--- src/rtl/reg_sel_encoder.sv ---
// Multi-hot register-request to serial address encoder: round-robin pick, registered output, valid/ready.
// Build option ENC_FIXED_PRIO_EN: lowest-index-first pick, no round-robin pointer.
module reg_sel_encoder #(
  parameter int N_REQ   = 32,
  parameter int ADDR_W  = 5,
  parameter int SKIP_X0 = 1
) (
  input  logic              clk_in,
  input  logic              rst_n_in,
  input  logic [N_REQ-1:0]  req_vec_in,
  input  logic              sel_ready_in,
  output logic              sel_valid_out,
  output logic [ADDR_W-1:0] sel_addr_out,
  output logic [N_REQ-1:0]  grant_ack_out,
  output logic              pending_out,
  output logic              dbg_state_out
);

  // Handshake: a transfer happens in any cycle with sel_valid_out=1 and sel_ready_in=1.
  // While valid is high and ready is low, sel_addr_out is held stable; ready is ignored while valid is low.

  typedef enum logic {ST_EMPTY = 1'b0, ST_FULL = 1'b1} state_t;

  state_t             r_state;
  state_t             w_state_nxt;
  logic [ADDR_W-1:0]  r_addr;
  logic [ADDR_W-1:0]  w_addr_nxt;
  logic [ADDR_W-1:0]  w_base;
  logic [ADDR_W-1:0]  w_pick;
  logic               w_found;
  logic               w_accept;
  logic [N_REQ-1:0]   w_hold_mask;
  logic [N_REQ-1:0]   w_skip_mask;
  logic [N_REQ-1:0]   w_elig;

  assign sel_valid_out = (r_state == ST_FULL);
  assign sel_addr_out  = r_addr;
  assign dbg_state_out = r_state;
  assign w_accept      = sel_valid_out & sel_ready_in;

  // The held index is masked so a line still high after its grant cannot win twice.
  assign w_hold_mask   = sel_valid_out ? (N_REQ'(1) << r_addr) : '0;
  assign w_skip_mask   = (SKIP_X0 != 0) ? {{(N_REQ-1){1'b1}}, 1'b0} : '1;
  assign w_elig        = req_vec_in & ~w_hold_mask & w_skip_mask;
  assign pending_out   = |w_elig;
  assign grant_ack_out = w_accept ? (N_REQ'(1) << r_addr) : '0;

`ifdef ENC_FIXED_PRIO_EN
  assign w_base = '0;
`else
  logic [ADDR_W-1:0] r_ptr;

  // On accept the search starts just past the address leaving, i.e. at the pointer value being written.
  assign w_base = sel_valid_out ? (r_addr + ADDR_W'(1)) : r_ptr;

  always_ff @(posedge clk_in or negedge rst_n_in) begin
    if (!rst_n_in) begin
      r_ptr <= '0;
    end else if (w_accept) begin
      r_ptr <= r_addr + ADDR_W'(1);
    end
  end
`endif

  always_comb begin
    logic [ADDR_W-1:0] v_idx;
    v_idx   = '0;
    w_pick  = '0;
    w_found = 1'b0;
    for (int i = 0; i < N_REQ; i++) begin
      v_idx = w_base + ADDR_W'(i);
      if (!w_found && w_elig[v_idx]) begin
        w_pick  = v_idx;
        w_found = 1'b1;
      end
    end
  end

  always_comb begin
    w_state_nxt = r_state;
    w_addr_nxt  = r_addr;
    case (r_state)
      ST_EMPTY: begin
        if (w_found) begin
          w_addr_nxt  = w_pick;
          w_state_nxt = ST_FULL;
        end
      end
      ST_FULL: begin
        if (sel_ready_in) begin
          if (w_found) begin
            w_addr_nxt = w_pick;
          end else begin
            w_state_nxt = ST_EMPTY;
          end
        end
      end
      default: begin
        w_state_nxt = ST_EMPTY;
      end
    endcase
  end

  always_ff @(posedge clk_in or negedge rst_n_in) begin
    if (!rst_n_in) begin
      r_state <= ST_EMPTY;
      r_addr  <= '0;
    end else begin
      r_state <= w_state_nxt;
      r_addr  <= w_addr_nxt;
    end
  end

endmodule

--- config.mk ---
export PLATFORM = sky130hd
export DESIGN_NAME = reg_sel_encoder
export DESIGN_NICKNAME = d
export VERILOG_FILES = /design/src/rtl/reg_sel_encoder.sv
export SDC_FILE = /design/constraint.sdc
export NUM_CORES = 1
export LEC_CHECK = 0
export CAP_MARGIN = 15
export CORE_MARGIN = 1
export CORE_UTILIZATION = 45
export DETAILED_ROUTE_END_ITERATION = 12
export PLACE_DENSITY_LB_ADDON = 0.12
export SYNTH_ARGS = -nofsm -noshare
export SYNTH_HDL_FRONTEND = slang
export SYNTH_SLANG_ARGS = --single-unit
--- constraint.sdc ---
create_clock -name clk_in -period 7.62 [get_ports clk_in]
set_input_delay 2.286 -clock clk_in [delete_from_list [all_inputs] [get_ports clk_in]]
set_output_delay 2.286 -clock clk_in [all_outputs]
set_load 0.01 [all_outputs]
# ---- After elaboration in Yosys (flattened, before gate mapping)
# Cells that the tools add are included.
dict set report op_classes {
  n_addsub 32
  multipliers 0
  div_mod_pow 0
  magnitude_cmp 32
  eq_ne 1
  n_shift 1
  muxes 137
  bitwise 4
  reduce_logical 63
}
# cell count
set ops {}
lappend ops {{5-bit by 6-bit < comparator with 1-bit output, second input constant} 32}
lappend ops {{5-bit two-way mux} 35}
lappend ops {{1-bit binary-select mux with 5-bit select} 32}
lappend ops {{5-bit adder, second input constant} 16}
lappend ops {{1-bit two-way mux} 66}
lappend ops {{32-bit two-way mux} 2}
lappend ops {{5-bit by 4-bit adder with 5-bit output, second input constant} 8}
lappend ops {{32-bit bitwise AND} 1}
lappend ops {{32-bit NOT} 1}
lappend ops {{1-bit by 5-bit << shifter with 32-bit output, first input constant} 1}
lappend ops {{1-bit logical AND} 31}
lappend ops {{1-bit zero test} 31}
lappend ops {{31-bit OR reduction} 1}
lappend ops {{5-bit by 3-bit adder with 5-bit output, second input constant} 4}
lappend ops {{5-bit by 1-bit adder with 5-bit output, second input constant} 2}
lappend ops {{5-bit by 2-bit adder with 5-bit output, second input constant} 2}
lappend ops {{5-bit case mux with 2 select lines} 1}
lappend ops {{2-bit inequality test, second input constant} 1}
lappend ops {{1-bit case mux with 2 select lines} 1}
lappend ops {{1-bit bitwise AND} 1}
lappend ops {{1-bit NOT} 1}
dict set report word_totals {
  reg_bits 11
  latch_bits 0
  mem_bits_rw 0
  mem_bits_ro 0
  input_bits 35
  elab_cells 273
  n_memories 0
}

# ---- Logic depth before layout (Yosys ltp)
# Gate-level depths: netlist of run 1.
dict set report depth {
  word_depth 103
  mapped_depth 27
  ltp_nobuf 22
}

# ---- Worst setup path after synthesis of run 1
# Ideal clock, no wire load.
dict set report synth_path {
  path_type {flip-flop to flip-flop}
  start {register r_addr[0], in the netlist sel_addr_out[0]}
  end {register r_addr[3], in the netlist sel_addr_out[3]}
  arrival_ns 5.995
  required_ns 7.484
  path_slack_ns 1.489
  stages_incl_launch_ff 24
  path_buffers 4
  synth_period_minus_slack_ns 6.131
  cell_sequence {dfrtp_1 -> inv_1 -> ha_1 -> mux2i_2 -> inv_2 -> clkbuf_1 -> clkbuf_1 -> clkbuf_1 -> ha_1 -> clkbuf_1 -> nand2_1 -> xnor2_1 -> mux4_2 -> a221oi_4 -> o2111ai_4 -> nor4_4 -> nand4_2 -> o211ai_1 -> a31oi_1 -> o21a_1 -> o41ai_2 -> o211ai_1 -> a2111oi_2 -> o211ai_1}
}
dict set report synth_between {
  elab_chain_len 103
  elab_cells_between_ends 230
}
# item line_no
set synth_rtl {}
lappend synth_rtl {{start: declaration} 26} ;# logic [ADDR_W-1:0] r_addr;
lappend synth_rtl {{start signal: assignment} 110} ;# r_addr <= w_addr_nxt;
lappend synth_rtl {{branches (longest 100 deep; another with 5-bit by 1-bit adder with 5-bit output)} -}
lappend synth_rtl {{5-bit two-way mux *} {84, 91}}
lappend synth_rtl {{5-bit two-way mux} 90} ;# if (sel_ready_in) begin
lappend synth_rtl {{5-bit case mux with 2 select lines *} 82} ;# case (r_state)
# Mark *: on every way between the ends. The select of a mux whose other input is x is not followed.
# A chain may end at the register's enable or synchronous reset.

# ---- Worst setup path in the final report of run 1
dict set report layout_path {
  start {register r_addr[0], in the netlist sel_addr_out[0]}
  end {register r_addr[2], in the netlist sel_addr_out[2]}
}
# The elaborated chain is that of the path after synthesis.

==> impl_metrics.json, run 1 <==
{
  "synth-seq-cells": 11,
  "wl_per_cell_um": 26.7,
  "core_area_mm2": 0.0153,
  "path_max_fanout": 13,
  "cts_tree": "done",
  "initialDrtViolationCount": 1497,
  "synth_nets": 1104,
  "fin_crit_sh_pct": 95.6,
  "num_antenna_cells": 0,
  "grt_overflow_total": 0,
  "clkTransAtPathRegs_ps": 40,
  "clock_sinks": 11,
  "routed_wl_mm": 35.5,
  "tightest_slew_ps": 1020,
  "status": "complete, no violations",
  "synthCells": 1050,
  "start_kind": "flip-flop",
  "yosysWarningCount": 0,
  "max_freq_ghz": 0.137,
  "ctsLongestPathBuffers": 2,
  "io_buffers": 73,
  "fin_cells": 1332,
  "ys_types": 94,
  "critPathArrivalTime_ps": 7400,
  "cts_resized": 0,
  "drc_errors": 0,
  "setup_tns_ps": 0,
  "grt_pass1_wl_mm": 52.7,
  "synth_edf_count": 0,
  "finalHoldViolations": 0,
  "rows": 45,
  "clk_latency_ps": 240,
  "yosys.area.top_type_share_pct": 6.43,
  "hold_class": "reg2reg",
  "maxSlewViolCount": 0,
  "yosysSeqAreaShare_pct": 3.87,
  "numCtsBuffers": 3,
  "cts_hold_buf": 0,
  "antenna_found_initial": 0,
  "area_growth_syn_to_layout_pct": 17.1,
  "setup_viol": 0,
  "die_y_um": 128,
  "synth_top_area_cell": "nor2_1",
  "root_buffer": "clkbuf_16",
  "relSlewSlack_pct": 31.1,
  "path_common_cell": "buf_4",
  "cts-htree-levels": 1,
  "layout.nets": 1176,
  "fin_crit_ps": 7280,
  "placed_cells": 1328,
  "die_w_um": 128,
  "critical-path-max-stage-delay_ps": 810,
  "cap_violations": 0,
  "synth_ff_type": "dfrtp_1",
  "finClkSkew_ps": 1.72,
  "postRouteAntennaNets": 0,
  "ios": 75,
  "path_class": "reg2reg",
  "synthArstFlopShare_pct": 100,
  "synth.area.top_cells": "nor2_1, mux4_2, mux2i_1",
  "dpl.hpwl_mm": 28.2,
  "synth.avg_cell_area_um2": 6.78,
  "layout-drive-gt1-share_pct": 12.6,
  "die-area_mm2": 0.0163,
  "fillers": 1590,
  "grt_usage_pct": 42.9,
  "grt_pass1_vias": 8504,
  "grt_setup_unrepaired": "no",
  "grt_max_degree": 51,
  "drtPass1Iterations": 7,
  "gp_congestion": 1.04,
  "worst_setup_path_end_kind": "flip-flop",
  "cp.required_ps": 7740,
  "initial_core_util_pct": 46.5,
  "via_count": 9608,
  "crit_chain": "ha_1 > ha_1 > nor2b_1 > nor2_1 > ha_1 > clkinv_1 > a2111oi_0 > buf_4 > nand3_1 > a41oi_1 > a21o_1 > buf_4 > nand3b_1 > nor3b_1 > buf_4 > nand3_1 > buf_4 > o21ai_0 > or3_1 > o21ai_1 > a21oi_1 > o22ai_1 > a31oi_1 > o31a_1",
  "netlist_area_mm2": 0.00712,
  "cpMaxStageDelayCell": "ha_1",
  "vias_per_cell": 7.21,
  "post_cts_buffers": 0
}
synth_stat cells (4+ instances only):
| master | n |
|---|---|
| buf_4 | 10 |
| a22oi_1 | 15 |
| o221ai_1 | 17 |
| o21a_1 | 4 |
| nor2b_1 | 8 |
| and2_1 | 12 |
| ha_1 | 19 |
| mux2i_1 | 44 |
| mux4_2 | 20 |
| nand3_1 | 52 |
| a2111oi_0 | 12 |
| nand2_1 | 92 |
| a211oi_1 | 22 |
| nand2b_1 | 17 |
| nor2_1 | 122 |
| nor4_1 | 6 |
| o211ai_1 | 34 |
| a21o_1 | 8 |
| buf_1 | 8 |
| inv_1 | 21 |
| o2111ai_1 | 12 |
| nand4_1 | 28 |
| a211o_1 | 4 |
| nor3b_1 | 5 |
| a31oi_1 | 10 |
| o21ai_0 | 85 |
| or3_1 | 14 |
| o21ai_1 | 24 |
| and3_1 | 9 |
| a311oi_1 | 4 |
| buf_2 | 15 |
| xnor2_1 | 18 |
| o31ai_1 | 5 |
| o21bai_1 | 4 |
| clkbuf_1 | 35 |
| dfrtp_1 | 11 |
| a21oi_1 | 47 |
| nor3_1 | 31 |
| nand3b_1 | 8 |
| nor3_2 | 4 |
| o22ai_1 | 36 |
| mux2_2 | 15 |
through the flow:
| stage | util, % | setup WS (ps) | cell area [um^2] | hold slack [ps] |
|---|---|---|---|---|
| finish | 54.5 | 336 | 8340 | 502 |
| global route | 54.5 | 9.59 | 8340 | 546 |
| CTS | 54.5 | 511 | 8340 | 509 |
| detailed placement | 53.9 | 457 | 8260 | 501 |
| global placement | 53.9 | 499 | 8260 | 490 |
| floorplan | - | 1490 | 7120 | 465 |
metal layers:
layer,share of wire [%],track usage (%)
met3,14,12.4
met4,4.2,16.1
met5,0,0
met2,42,63.9
met1,40,58.3
cell usage in the layout (no fill, tap or decap), types with 19 or more instances in the layout:
cell and n:
o22ai_1 36, o211ai_1 34, clkdlybuf4s50_1 73, mux2i_1 44, buf_4 64, ha_1 19, nor3_1 31, nand2_1 92
nand3_1 52, o21ai_1 24, a211oi_1 22, nor2_1 122, o21ai_0 85, mux4_2 20, inv_1 21, nand4_1 28
a21oi_1 47
worst max-delay path, delay by kind of cell, from the launching register on:
kind	cells	cell delay [ps]
AOI/OAI and AO/OA	9	2070
buffers and inverters	5	1290
DFF	1	480
and+or+nand+nor	7	1810
adders and majority gates	3	1500
final timing paths:
| kind | from | end | slack [ps] | cells past startpoint |
|---|---|---|---|---|
| worst min-delay path | r_ptr[4] | r_ptr[4] | 500 | 2 |
| worst max-delay path | sel_addr_out[0] | sel_addr_out[2] | 340 | 24 |
| min in group asynchronous | rst_n_in | r_ptr[3] | 2380 | 1 |
| worst min register to register | r_ptr[4] | r_ptr[4] | 500 | 2 |
| worst max register to register | sel_addr_out[0] | sel_addr_out[2] | 340 | 24 |
| max in group asynchronous | rst_n_in | sel_addr_out[2] | 4910 | 1 |
final cells by class:
class                      count  area, um^2  area share (%)
sequential                    11         275            3.30
multi-input combinational    944        6420            76.9
inverter                      25        93.8            1.13
timing repair buffer         137        1210            14.5
clock buffer                   4        78.8           0.945
tap                          211         264            3.17
flip-flops by register name (all words and copies together), names as in the netlist:
name / cells
r_ptr: 5
sel_addr_out: 5
dbg_state_out: 1
kinds of logic after synthesis:
| kind of cell | share of synthesized area [%] |
|---|---|
| xor+xnor | 2.57 |
| buf+inv | 6.01 |
| mux | 15.1 |
| flops | 3.87 |
| compound gates | 37.8 |
| simple gates | 31.4 |
| fa+ha+maj | 3.34 |
Power of run 1 is left out: the tool's default activity adds up to more than one toggle a clock period on the data nets, which glitch-free logic cannot reach.
==> run 2, diff against run 1 <==
Settings changed: ABC_AREA from default to 0.
==> results of run 2 <==
Final layout, timing and power as in run 1 (identical DEF).
Power of run 2 is left out for the same reason.
==> run 3, diff against run 2 <==
Settings changed: CTS_BUF_LIST from default to sky130_fd_sc_hd__clkbuf_16.
==> impl_metrics.json, run 3 (synthesized netlist as in run 1, its figures left out) <==
{
  "status": "complete, no violations",
  "critPathArrivalTime_ps": 7450,
  "die_y_um": 128,
  "finalHoldViolations": 0,
  "layout.nets": 1176,
  "clk_latency_ps": 240,
  "setup_tns_ps": 0,
  "crit_chain": "ha_1 > ha_1 > nor2b_1 > nor2_1 > ha_1 > clkinv_1 > a2111oi_0 > buf_4 > nand3_1 > a41oi_1 > a21o_1 > buf_4 > nand3b_1 > nor3b_1 > buf_4 > nand4_1 > nor3_2 > buf_4 > o21bai_1 > a211oi_1 > o211ai_1 > a222oi_1 > o21ai_1 > a22oi_1",
  "grt_setup_unrepaired": "no",
  "hold_path_startpoint": "r_ptr[4]",
  "max_freq_ghz": 0.137,
  "cap_violations": 0,
  "finClkSkew_ps": 0.857,
  "via_count": 9595,
  "cts_tree": "done",
  "wl_per_cell_um": 26.7,
  "path_class": "reg2reg",
  "grt_pass1_vias": 8504,
  "grt_pass1_wl_mm": 52.7,
  "vias_per_cell": 7.20,
  "drc_errors": 0,
  "clkTransAtPathRegs_ps": 40,
  "postRouteAntennaNets": 0,
  "final_common_cell": "nor2_1",
  "fin_crit_sh_pct": 95.8,
  "cp.required_ps": 7770,
  "post_cts_buffers": 0,
  "final_cell_mix": "nor2_1, nand2_1, o21ai_0, clkdlybuf4s50_1, buf_4",
  "core_area_mm2": 0.0153,
  "cpMaxStageDelayCell": "ha_1",
  "critical-path-max-stage-delay_ps": 800,
  "routed_wl_mm": 35.6,
  "gp_congestion": 1.04,
  "drtPass1Iterations": 6,
  "path_common_cell": "buf_4",
  "layout-drive-gt1-share_pct": 12.6,
  "cts_hold_buf": 0,
  "area_growth_syn_to_layout_pct": 17.1,
  "reg2reg_to": "sel_addr_out[1]",
  "initial_core_util_pct": 46.5,
  "rows": 45,
  "cts-htree-levels": 1,
  "num_antenna_cells": 0,
  "die-area_mm2": 0.0163,
  "dpl.hpwl_mm": 28.2,
  "grt_util_met2_pct": 63.9,
  "clock_sinks": 11,
  "path_max_fanout": 13,
  "fin_crit_ps": 7300,
  "antenna_found_initial": 0,
  "root_buffer": "clkbuf_16",
  "relSlewSlack_pct": 29.2,
  "min_path_cells": 2,
  "ctsLongestPathBuffers": 2,
  "gr-usage-met3_pct": 12.4,
  "io_buffers": 73,
  "cts_resized": 0,
  "use_met1_pct": 58.3,
  "grt_busiest_layer": "met2",
  "grt_overflow_total": 0,
  "crit_buf_inv": 5,
  "worstReg2RegStart": "sel_addr_out[0]",
  "hold_path_end": "r_ptr[4]",
  "tightest_slew_ps": 1050,
  "grt_max_degree": 51,
  "setup_viol": 0,
  "numCtsBuffers": 3,
  "start_kind": "flip-flop",
  "grt_usage_pct": 42.9,
  "crit_family": "compound AO/OA/AOI/OAI gates",
  "rr_worst_depth": 24,
  "r2r_setup_slack_ps": 320,
  "ios": 75,
  "initialDrtViolationCount": 1497,
  "maxSlewViolCount": 0,
  "die_w_um": 128,
  "worst_setup_path_end_kind": "flip-flop",
  "hold_class": "reg2reg"
}
-- run 3: changes by cell type in the layout (fill, tap and decap cells not counted), sizes merged --
cell / change
inv: +1
clkbuf: -1
-- run 3: per-layer routing --
metal	wire, um	vias up
li1	-	4258
met1	14100	4497
met2	14800	725
met3	5140	115
met4	1520	0
met5	0	-
-- run 3: cell type report --
type,count,area (um^2)
Fill cell,1590,6980
Multi-Input combinational cell,944,6420
Timing Repair Buffer,137,1210
Sequential cell,11,275
Tap cell,211,264
Inverter,25,93.8
Clock buffer,3,75.1
Clock inverter,1,3.75
-- run 3: tightest hold or removal path, delay by kind of cell, from the launching register on --
kind            cells  cell delay (ps)
simple gates        1               50
compound gates      1               60
flops               1              350
-- run 3: through the flow --
step	area (um^2)	setup slack (ps)	std cells	hold slack, ps	util [%]
after CTS	8340	511	1332	509	54.5
after global routing	8340	9.17	1332	546	54.5
after detailed placement	8260	457	1328	501	53.9
after global placement	8260	499	1328	490	53.9
after floorplan	7120	1490	1050	465	-
final	8340	317	1332	501	54.5
-- run 3: how the worst max path moves through the flow --
stage / slack, ps / endpoint / from / cells past startpoint
floorplan: 1490 / sel_addr_out[3] / sel_addr_out[0] / 23
global placement: 500 / sel_addr_out[3] / req_vec_in[26] / 16
detailed placement: 460 / sel_addr_out[3] / req_vec_in[26] / 16
CTS: 510 / sel_addr_out[1] / sel_addr_out[0] / 24
global route: 9 / sel_addr_out[3] / sel_addr_out[0] / 21
finish: 320 / sel_addr_out[1] / sel_addr_out[0] / 24
Power of run 3 is left out for the same reason.
